<file path="config.mk">
export PLATFORM = sky130hd
export DESIGN_NAME = spi_slave_ram_if
export DESIGN_NICKNAME = d
export VERILOG_FILES = /design/src/rtl/spi_slave_ram_if.sv
export SDC_FILE = /design/constraint.sdc
export NUM_CORES = 1
export LEC_CHECK = 0
export BUFFER_PORTS_ARGS = -buffer_cell sky130_fd_sc_hd__buf_2
export CELL_PAD_IN_SITES_DETAIL_PLACEMENT = 1
export CELL_PAD_IN_SITES_GLOBAL_PLACEMENT = 1
export CORE_UTILIZATION = 40
export CTS_CLUSTER_SIZE = 28
export DETAILED_ROUTE_END_ITERATION = 8
export GPL_ROUTABILITY_DRIVEN = 0
export PLACE_DENSITY_LB_ADDON = 0.05
export SYNTH_ARGS = -nofsm -noshare
export SYNTH_HDL_FRONTEND = slang
export SYNTH_SLANG_ARGS = --single-unit
</file>
<file path="constraint.sdc">
create_clock -name clk -period 2.1 [get_ports clk]
set_clock_uncertainty 0.15 [all_clocks]
set_input_delay 0.42 -clock clk [delete_from_list [all_inputs] [get_ports clk]]
set_output_delay 0.42 -clock clk [all_outputs]
set_load 0.02 [all_outputs]
</file>
<file path="src/rtl/spi_slave_ram_if.sv">
// SPI slave front-end for the single-port RAM; MOSI is sampled on the system clock.
// Define SPI_PARITY_EN to add an even-parity bit to both rx and tx frames.
module spi_slave_ram_if #(
    parameter int unsigned WORD_W = 8,
    parameter int unsigned CNT_W  = 5
) (
    input  logic              clk,
    input  logic              rst,
    input  logic              SS_n,
    input  logic              MOSI,
    output logic              MISO,
    output logic [WORD_W+1:0] rx_data,
    output logic              rx_valid,
    input  logic [WORD_W-1:0] tx_data,
    input  logic              tx_valid,
    output logic              parity_err
);

`ifdef SPI_PARITY_EN
    localparam int unsigned RX_N = WORD_W + 2;
    localparam int unsigned TX_N = WORD_W + 1;
`else
    localparam int unsigned RX_N = WORD_W + 1;
    localparam int unsigned TX_N = WORD_W;
`endif
    localparam logic [CNT_W-1:0] RX_LOAD = CNT_W'(RX_N);
    localparam logic [CNT_W-1:0] TX_LOAD = CNT_W'(TX_N - 1);

    typedef enum logic [2:0] {
        IDLE, CHK_CMD, WRITE, READ_ADD, READ_DATA, TX_WAIT, TX_SHIFT, DONE
    } state_t;

    state_t            r_state, w_state_nxt;
    logic [CNT_W-1:0]  r_cnt, w_cnt_nxt;
    logic [RX_N-1:0]   r_rx_sh, w_rx_sh_nxt;
    logic [TX_N-1:0]   r_tx_sh, w_tx_sh_nxt;
    logic [WORD_W+1:0] r_rx_data, w_rx_data_nxt;
    logic              r_miso, w_miso_nxt;
    logic              r_rx_valid, w_rx_valid_nxt;
    logic              r_par_err, w_par_err_nxt;
    logic              r_rd_seen, w_rd_seen_nxt;

    logic [WORD_W+1:0] w_frame;
    logic              w_par_ok;
    logic [TX_N-1:0]   w_tx_load;

    // Frame is complete on the edge that samples the final bit still sitting on MOSI.
`ifdef SPI_PARITY_EN
    assign w_frame   = r_rx_sh;
    assign w_par_ok  = ~^{r_rx_sh, MOSI};
    assign w_tx_load = {tx_data, ^tx_data};
`else
    assign w_frame   = {r_rx_sh, MOSI};
    assign w_par_ok  = 1'b1;
    assign w_tx_load = tx_data;
`endif

    always_ff @(posedge clk or posedge rst) begin
        if (rst) begin
            r_state    <= IDLE;
            r_cnt      <= '0;
            r_rx_sh    <= '0;
            r_tx_sh    <= '0;
            r_rx_data  <= '0;
            r_miso     <= 1'b0;
            r_rx_valid <= 1'b0;
            r_par_err  <= 1'b0;
            r_rd_seen  <= 1'b0;
        end else begin
            r_state    <= w_state_nxt;
            r_cnt      <= w_cnt_nxt;
            r_rx_sh    <= w_rx_sh_nxt;
            r_tx_sh    <= w_tx_sh_nxt;
            r_rx_data  <= w_rx_data_nxt;
            r_miso     <= w_miso_nxt;
            r_rx_valid <= w_rx_valid_nxt;
            r_par_err  <= w_par_err_nxt;
            r_rd_seen  <= w_rd_seen_nxt;
        end
    end

    always_comb begin
        w_state_nxt    = r_state;
        w_cnt_nxt      = r_cnt;
        w_rx_sh_nxt    = r_rx_sh;
        w_tx_sh_nxt    = r_tx_sh;
        w_rx_data_nxt  = r_rx_data;
        w_rd_seen_nxt  = r_rd_seen;
        w_miso_nxt     = 1'b0;
        w_rx_valid_nxt = 1'b0;
        w_par_err_nxt  = 1'b0;
        // Deselect aborts any frame, even on the last-bit edge, leaving rd_seen intact.
        if (r_state != IDLE && SS_n) begin
            w_state_nxt = IDLE;
        end else begin
            case (r_state)
                IDLE: begin
                    if (!SS_n) w_state_nxt = CHK_CMD;
                end
                CHK_CMD: begin
                    w_rx_sh_nxt = {r_rx_sh[RX_N-2:0], MOSI};
                    w_cnt_nxt   = RX_LOAD;
                    if (!MOSI)          w_state_nxt = WRITE;
                    else if (r_rd_seen) w_state_nxt = READ_DATA;
                    else                w_state_nxt = READ_ADD;
                end
                WRITE, READ_ADD, READ_DATA: begin
                    if (r_cnt != CNT_W'(1)) begin
                        w_rx_sh_nxt = {r_rx_sh[RX_N-2:0], MOSI};
                        w_cnt_nxt   = r_cnt - 1'b1;
                    end else if (w_par_ok) begin
                        w_rx_data_nxt  = w_frame;
                        w_rx_valid_nxt = 1'b1;
                        if (r_state == READ_DATA) begin
                            w_state_nxt = TX_WAIT;
                        end else begin
                            w_state_nxt = DONE;
                            if (r_state == READ_ADD) w_rd_seen_nxt = 1'b1;
                        end
                    end else begin
                        w_par_err_nxt = 1'b1;
                        w_state_nxt   = DONE;
                    end
                end
                TX_WAIT: begin
                    if (tx_valid) begin
                        w_tx_sh_nxt = w_tx_load;
                        w_miso_nxt  = w_tx_load[TX_N-1];
                        w_cnt_nxt   = TX_LOAD;
                        w_state_nxt = TX_SHIFT;
                    end
                end
                TX_SHIFT: begin
                    if (r_cnt != '0) begin
                        w_miso_nxt  = r_tx_sh[TX_N-2];
                        w_tx_sh_nxt = r_tx_sh << 1;
                        w_cnt_nxt   = r_cnt - 1'b1;
                    end else begin
                        w_rd_seen_nxt = 1'b0;
                        w_state_nxt   = DONE;
                    end
                end
                DONE: ;
                default: w_state_nxt = IDLE;
            endcase
        end
    end

    assign MISO       = r_miso;
    assign rx_data    = r_rx_data;
    assign rx_valid   = r_rx_valid;
    assign parity_err = r_par_err;

endmodule

</file>
==> impl_summary.txt, run 1 <==
----------------------------------------------------
[Outcome]
  Outcome ... completed

[Clock tree]
  Count of H-tree levels built during CTS ... 2
  Number of CTS-inserted buffers ... 5
  Count of clock tree sinks ... 37
  Clock latency at the later pin of the worst-skew pair ... 0.29 ns
  CTS tree ... done
  Count of hold buffers inserted by post-cts repair ... 0
  Root buffer cell ... sky130_fd_sc_hd__clkbuf_8
  CTS clk-pin slew, worst paths ... 0.07 ns
  Bufs on Longest Clock Path ... 2

[Critical path]
  Peak per-stage delay on the critical path ... 0.45 ns
  R2r setup slk ... 0.04 ns
  Cell family with most CP delay ... flip-flops
  Buf+Inv Stages, Crit Path ... 2
  Setup crit end kind ... flop
  Cell with the biggest individual delay on the critical path ... sky130_fd_sc_hd__dfrtp_2
  Setup crit start kind ... flop
  Worst reg2reg path startpoint ... r_cnt[0]$_DFFE_PP0P_
  Critical R2R Capture ... r_rx_sh[4]$_DFFE_PP0P_
  Cell count of the worst reg-to-reg path ... 8
  Cell repeated most along the worst path ... sky130_fd_sc_hd__a21oi_4
  Cell chain of the critical path ... ha_4 > nor4b_4 > buf_6 > a21oi_4 > o21ai_2 > a21oi_4 > buf_12 > mux2_2
  Kind of critical path ... flop to flop
  Maximum fanout encountered on the critical timing path ... 9
  Endpoint arrival time on the critical path ... 2.08 ns
  Required time worst endpoint ... 2.12 ns

[Yosys]
  Netlist area before placement ... 0.00191 mm2
  Number of enable-type register cells in the synthesized netlist ... 0
  Post-synth ARST share ... 100%
  Ys flop type ... sky130_fd_sc_hd__dfrtp_1
  Number of instances in the synthesized netlist ... 170
  Cell with the most instances after synthesis ... sky130_fd_sc_hd__dfrtp_1
  Area fraction of the dominant cell type after synthesis ... 48.4%
  Register bit total from synthesis ... 37
  Synthesized area per cell ... 11.3 um2
  Share of synthesized area occupied by flip-flops and latches ... 48.4%
  Synth Warn # ... 0
  Post-synth cell types ... 45
  Commonest cells in the netlist ... 37 x sky130_fd_sc_hd__dfrtp_1, 19 x sky130_fd_sc_hd__mux2_2, 13 x sky130_fd_sc_hd__nand2_1, 13 x sky130_fd_sc_hd__o21ai_0, 10 x sky130_fd_sc_hd__nor2_1
  Syn_nets ... 186
  Top post-synthesis cells by area ... sky130_fd_sc_hd__dfrtp_1 48%, sky130_fd_sc_hd__mux2_2 11%, sky130_fd_sc_hd__o21ai_0 3.4%, sky130_fd_sc_hd__mux2i_1 3.1%, sky130_fd_sc_hd__nand2_1 2.5%
  Cell taking the most area after synthesis ... sky130_fd_sc_hd__dfrtp_1

[STA]
  Final-layout setup total negative slack ... 0 ns
  Final worst-path cycle share ... 98.1%
  Time the final worst path needs with I/O delays and setup ... 2.06 ns
  Maximum operating frequency ... 486 MHz
  Pins over their slew limit ... 0
  Hold violation total from the final report ... 0
  Count of endpoints failing setup in the final report ... 0
  RSZ-0062 raised after global routing ... yes
  PnR worst setup slack ... 0.0406 ns

[Global routing]
  Via count of the first global-routing pass ... 1515
  Overflow left after global routing ... 0
  Initial antenna violation count ... 0
  First-pass GRT wire length ... 7.51 mm
  Maximum number of pins on one net before global-route repair ... 38
  All-Layer GR Usage ... 19.3%

[Route]
  Starting DRC count in detailed routing ... 63
  Post-detailed-route wirelength per cell ... 16.3 um
  Vias after detailed routing ... 1402
  DRC violation count after routing ... 0
  DRT antenna net count ... 0
  Initial DRT Pass Iterations ... 6
  Wirelength, routed ... 4.23 mm
  Avg Vias per Cell ... 5.39

[Layout]
  Nets ... 223
  ANT cells ... 0
  Core Util, Final ... 52.4%
  Relative area change from synthesis to final layout ... 22.5%
  Share of final-layout standard cells stronger than drive strength 1 ... 41.8%
  Cell area after layout ... 0.00234 mm2

[Power and ir drop]
  Fraction of power spent switching nets ... 35.5%
  Cell internal power dissipation ... 1960 uW
  Power density of the placed cells ... 1300 mW/mm2
  Clock group share of total power ... 21.0%
  Sum of internal, switching and leakage power ... 3050 uW
  Max VDD drop ... 596 uV
  Fraction of power consumed by combinational cells ... 38.6%
  Leakage ... 0.00110 uW
  Fraction of power consumed by sequential logic ... 40.4%
  Net Sw Power ... 1080 uW

[Floorplanning]
  Initial cell density of the core ... 42.8%
  Area of the core region ... 0.00447 mm2
  Width of the chip ... 71.2 um
  Floorplan die height ... 71.2 um
  # IOs ... 26
  Number of standard-cell rows in the floorplan ... 24
  Area of the die ... 0.00507 mm2

[Hold path]
  Hold Crit Class ... input port to async pin

[Place]
  Area after DPL ... 0.00212 mm2
  Detail Placement HPWL ... 3.05 mm
  Pre-CTS setup slack ... -0.0720 ns
  Number of I/O port buffers ... 24

[Run]
  Total of max-cap violations ... 0

----------------------------------------------------
layout by cell type (no fill, tap or decap), drive strengths merged, types with 2 or more instances in the layout:
| cell | synthesis | final |
|---|---|---|
| a21oi | 9 | 9 |
| a22oi | 2 | 2 |
| a31oi | 3 | 3 |
| buf | 9 | 40 |
| clkbuf | 1 | 6 |
| dfrtp | 37 | 37 |
| ha | 3 | 3 |
| inv | 8 | 8 |
| mux2 | 20 | 20 |
| mux2i | 6 | 6 |
| nand2 | 13 | 13 |
| nand2b | 3 | 3 |
| nand3 | 2 | 2 |
| nor2 | 11 | 11 |
| nor3 | 7 | 7 |
| nor3b | 2 | 2 |
| nor4b | 2 | 2 |
| o21ai | 16 | 16 |
| o41ai | 2 | 2 |
registers in the layout, indices dropped and copies added (netlist names):
signal	cells
r_tx_sh	7
r_state	3
MISO	1
r_rx_sh	9
r_cnt	5
r_rd_seen	1
rx_valid	1
rx_data	10
per-stage QoR:
| stage | std cells | hold slack [ns] |
|---|---|---|
| 2_1_floorplan | 170 | 0.299 |
| 3_3_place_gp | 248 | 0.310 |
| 3_5_place_dp | 248 | 0.328 |
| 4_1_cts | 258 | 0.0887 |
| 5_1_grt | 260 | 0.136 |
| 6_report | 260 | 0.0747 |
what timing repair did:
| item | in CTS | in global routing |
|---|---|---|
| gates resized for setup | 8 | 8 |
| setup endpoints to repair | 14 | 21 |
| pin swaps | 3 | 4 |
| setup buffers | 2 | 2 |
logic make-up after synthesis:
family,after synthesis,synth area share (%)
simple gates,45,13.5
mux,26,14.9
other cells,1,0.196
buf+inv,18,5.03
flops,37,48.4
fa+ha+maj,3,1.96
compound gates,40,16.1
metal layers:
| layer | GRT usage (%) | share of wire [%] | vias to the layer above |
|---|---|---|---|
| met5 | 0 | 0 | - |
| met4 | 7.11 | 1.4 | 0 |
| met3 | 5.13 | 3.0 | 7 |
| met2 | 30.8 | 51 | 19 |
| met1 | 25.4 | 45 | 700 |
| li1 | - | - | 676 |
power by group through the flow:
stage,sequential (uW),combinational [uW],clock (uW)
floorplan,1260,699,0
global placement,1210,1010,0
detailed placement,1230,1060,0
CTS,1230,1140,665
global route,1280,1300,694
finish,1230,1180,638
tightest hold or removal path, delay by kind of cell:
family / cells / cell delay (ns)
buf+inv: 3 / 0.53
worst max path at each step:
| stage | endpoint | depth (start not counted) | start | slack [ns] |
|---|---|---|---|---|
| after floorplan | r_rx_sh[1]$_DFFE_PP0P_ | 6 | r_cnt[0]$_DFFE_PP0P_ | 0.15 |
| after global placement | r_rx_sh[5]$_DFFE_PP0P_ | 6 | r_cnt[0]$_DFFE_PP0P_ | -0.01 |
| final | r_rx_sh[4]$_DFFE_PP0P_ | 8 | r_cnt[0]$_DFFE_PP0P_ | 0.04 |
| after detailed placement | r_cnt[2]$_DFFE_PP0P_ | 6 | r_cnt[1]$_DFFE_PP0P_ | -0.07 |
| after global routing | r_cnt[1]$_DFFE_PP0P_ | 8 | r_cnt[1]$_DFFE_PP0P_ | -0.04 |
| after CTS | r_rx_sh[0]$_DFFE_PP0P_ | 8 | r_cnt[1]$_DFFE_PP0P_ | 0.003 |
layout make-up:
type	instances	area, um2
fill	503	2130
tap	52	65.1
sequential	37	928
clock inverter	2	37.5
timing repair buffer	40	256
clock buffer	6	82.6
multi-input combinational	115	945
inverter	8	30.0
(Power assumes the default switching activity.)
==> run 2: changes to the inputs <==
--- a/config.mk
+++ b/config.mk
@@ -8,6 +8,7 @@
 export BUFFER_PORTS_ARGS = -buffer_cell sky130_fd_sc_hd__buf_2
 export CELL_PAD_IN_SITES_DETAIL_PLACEMENT = 1
 export CELL_PAD_IN_SITES_GLOBAL_PLACEMENT = 1
+export CORE_MARGIN = 4
 export CORE_UTILIZATION = 40
 export CTS_CLUSTER_SIZE = 28
 export DETAILED_ROUTE_END_ITERATION = 8
==> run 2 against run 1 <==
  * The flow now finishes with violations (negative setup slack)
  * Via count is 6.6% higher
  * Sequential share of layout area fell by 1.1 points
  * Fmax decreased by 6.7%
  * Worst hold slack better by 0.0093 ns
  * Critical path depth unchanged
  * Non-clock buffer count up 8
  * Combinational power rose by 8%
  * First-iteration DRC count down 40%
  * Global-route usage is 3.2 points lower
  * Largest power group is now combinational cells
==> impl_summary.txt, run 2 (synthesis results as in run 1) <==
----------------------------------------------------
[Outcome]
  Outcome ... finished with violations
  Violated checks ... negative setup slack

[Power and ir drop]
  Power density of the placed cells ... 1320 mW/mm2
  Leakage ... 0.00114 uW
  Max VDD drop ... 608 uV

[Layout]
  ANT cells ... 0
  Highest-count cells in the layout ignoring fill and taps ... 35 x sky130_fd_sc_hd__dfrtp_1, 24 x sky130_fd_sc_hd__buf_2, 22 x sky130_fd_sc_hd__buf_4
  Relative area change from synthesis to final layout ... 25.9%
  Number of filler cells placed in the layout ... 511
  Nets ... 231
  Multi-input combinational cell area ... 962 um2
  Max FFs per register ... 10
  Cell area after layout ... 0.00241 mm2
  Area taken by flip-flops and latches ... 928 um2
  Share of final-layout standard cells stronger than drive strength 1 ... 44.0%
  Most common cell after layout, fill and taps aside ... sky130_fd_sc_hd__dfrtp_1

[Critical path]
  Worst reg2reg path startpoint ... r_cnt[1]$_DFFE_PP0P_
  Maximum fanout encountered on the critical timing path ... 5
  Peak per-stage delay on the critical path ... 0.49 ns
  Buf+Inv Stages, Crit Path ... 3
  Endpoint arrival time on the critical path ... 2.22 ns
  R2r setup slk ... -0.11 ns
  Cell count of the worst reg-to-reg path ... 8
  Cell repeated most along the worst path ... sky130_fd_sc_hd__buf_4
  Setup crit end kind ... flop
  Cell family with most CP delay ... compound AO/OA/AOI/OAI gates
  Cell with the biggest individual delay on the critical path ... sky130_fd_sc_hd__o41ai_4
  Required time worst endpoint ... 2.12 ns
  Critical R2R Capture ... r_cnt[1]$_DFFE_PP0P_
  Setup crit start kind ... flop
  Kind of critical path ... flop to flop
  Cell chain of the critical path ... inv_2 > ha_4 > nor4b_4 > buf_4 > nor3_4 > o41ai_4 > buf_4 > a21oi_2

[STA]
  Hold violation total from the final report ... 0
  Worst hold slack after final layout ... 0.0840 ns
  PnR worst setup slack ... -0.108 ns
  Maximum operating frequency ... 453 MHz
  Final worst-path cycle share ... 105%
  Pins over their slew limit ... 0
  RSZ-0062 raised after global routing ... yes
  Time the final worst path needs with I/O delays and setup ... 2.21 ns
  Count of endpoints failing setup in the final report ... 6

[Place]
  Detail Placement HPWL ... 3.07 mm
  Area after DPL ... 0.00213 mm2
  Number of I/O port buffers ... 24

[Global routing]
  Overflow left after global routing ... 0
  Initial antenna violation count ... 0
  All-Layer GR Usage ... 16.1%
  First-pass GRT wire length ... 7.73 mm
  Maximum number of pins on one net before global-route repair ... 38
  Via count of the first global-routing pass ... 1564

[Route]
  Starting DRC count in detailed routing ... 38
  Wirelength, routed ... 4.66 mm
  Post-detailed-route wirelength per cell ... 17.4 um
  Vias after detailed routing ... 1495
  Avg Vias per Cell ... 5.58
  Initial DRT Pass Iterations ... 4
  DRC violation count after routing ... 0
  DRT antenna net count ... 0

[Clock tree]
  Count of hold buffers inserted by post-cts repair ... 0
  Count of H-tree levels built during CTS ... 2
  Count of clock tree sinks ... 37
  Root buffer cell ... sky130_fd_sc_hd__clkbuf_8
  Bufs on Longest Clock Path ... 2
  Clock latency at the later pin of the worst-skew pair ... 0.29 ns
  Number of CTS-inserted buffers ... 5
  CTS clk-pin slew, worst paths ... 0.08 ns
  CTS tree ... done

[Floorplanning]
  Floorplan die height ... 77.2 um
  Area of the core region ... 0.00450 mm2
  # IOs ... 26
  Width of the chip ... 77.2 um
  Initial cell density of the core ... 42.5%
  Area of the die ... 0.00596 mm2
  Number of standard-cell rows in the floorplan ... 24

[Run]
  Total of max-cap violations ... 0

[Hold path]
  Hold Crit Class ... input port to async pin

----------------------------------------------------
-- run 2: cell types whose count changed in the layout (fill, tap and decap cells not counted), sizes merged --
| cell | delta |
|---|---|
| buf | +8 |
| clkbuf | +1 |
| clkinvlp | -1 |
-- run 2: worst max path at each step --
stage / from / to / slack, ns / cells after the start
global route: r_cnt[1]$_DFFE_PP0P_ / r_cnt[1]$_DFFE_PP0P_ / -0.17 / 9
global placement: r_cnt[1]$_DFFE_PP0P_ / r_cnt[2]$_DFFE_PP0P_ / 0.01 / 7
finish: r_cnt[1]$_DFFE_PP0P_ / r_cnt[1]$_DFFE_PP0P_ / -0.11 / 8
CTS: r_cnt[0]$_DFFE_PP0P_ / r_cnt[1]$_DFFE_PP0P_ / 0.005 / 7
detailed placement: r_cnt[1]$_DFFE_PP0P_ / r_cnt[2]$_DFFE_PP0P_ / -0.05 / 6
floorplan: r_cnt[0]$_DFFE_PP0P_ / r_rx_sh[1]$_DFFE_PP0P_ / 0.15 / 6
-- run 2: worst min-delay path, delay by kind of cell --
family	cells	cell delay, ns
buf+inv	3	0.54
-- run 2: what timing repair did --
action / CTS / global route
setup buffers: 3 / 9
gates resized for setup: 7 / 11
setup endpoints to repair: 14 / 21
pin swaps: 2 / 6
-- run 2: through the flow --
step | instances | setup slack (ns) | setup TNS (ns) | util [%] | total power [uW]
after floorplan | 170 | 0.154 | 0 | - | 1950
after global placement | 249 | 0.0125 | 0 | 47.3 | 2220
after detailed placement | 249 | -0.0544 | -0.468 | 47.3 | 2290
after CTS | 260 | 0.00526 | 0 | 51.1 | 3020
after global routing | 268 | -0.169 | -0.906 | 53.5 | 3420
final | 268 | -0.108 | -0.193 | 53.5 | 3170
-- run 2: final cells by class --
class,count,share of cell area [%]
Clock buffer,7,3.58
Inverter,8,1.25
Multi-Input combinational cell,115,39.9
Timing Repair Buffer,48,12.8
Tap cell,52,2.70
Clock inverter,1,1.25
Sequential cell,37,38.5
-- run 2: where the power goes --
group          internal (uW)  switching [uW]
Combinational            634             647
Sequential              1000             249
Clock                    387             254
-- run 2: metal layers --
| layer | vias to the layer above | global-route usage (%) | part of all wire (%) |
|---|---|---|---|
| li1 | 698 | - | - |
| met4 | 0 | 5.87 | 2.0 |
| met2 | 24 | 26.7 | 52 |
| met1 | 767 | 20.6 | 43 |
| met3 | 6 | 3.63 | 2.8 |
| met5 | - | 0 | 0 |
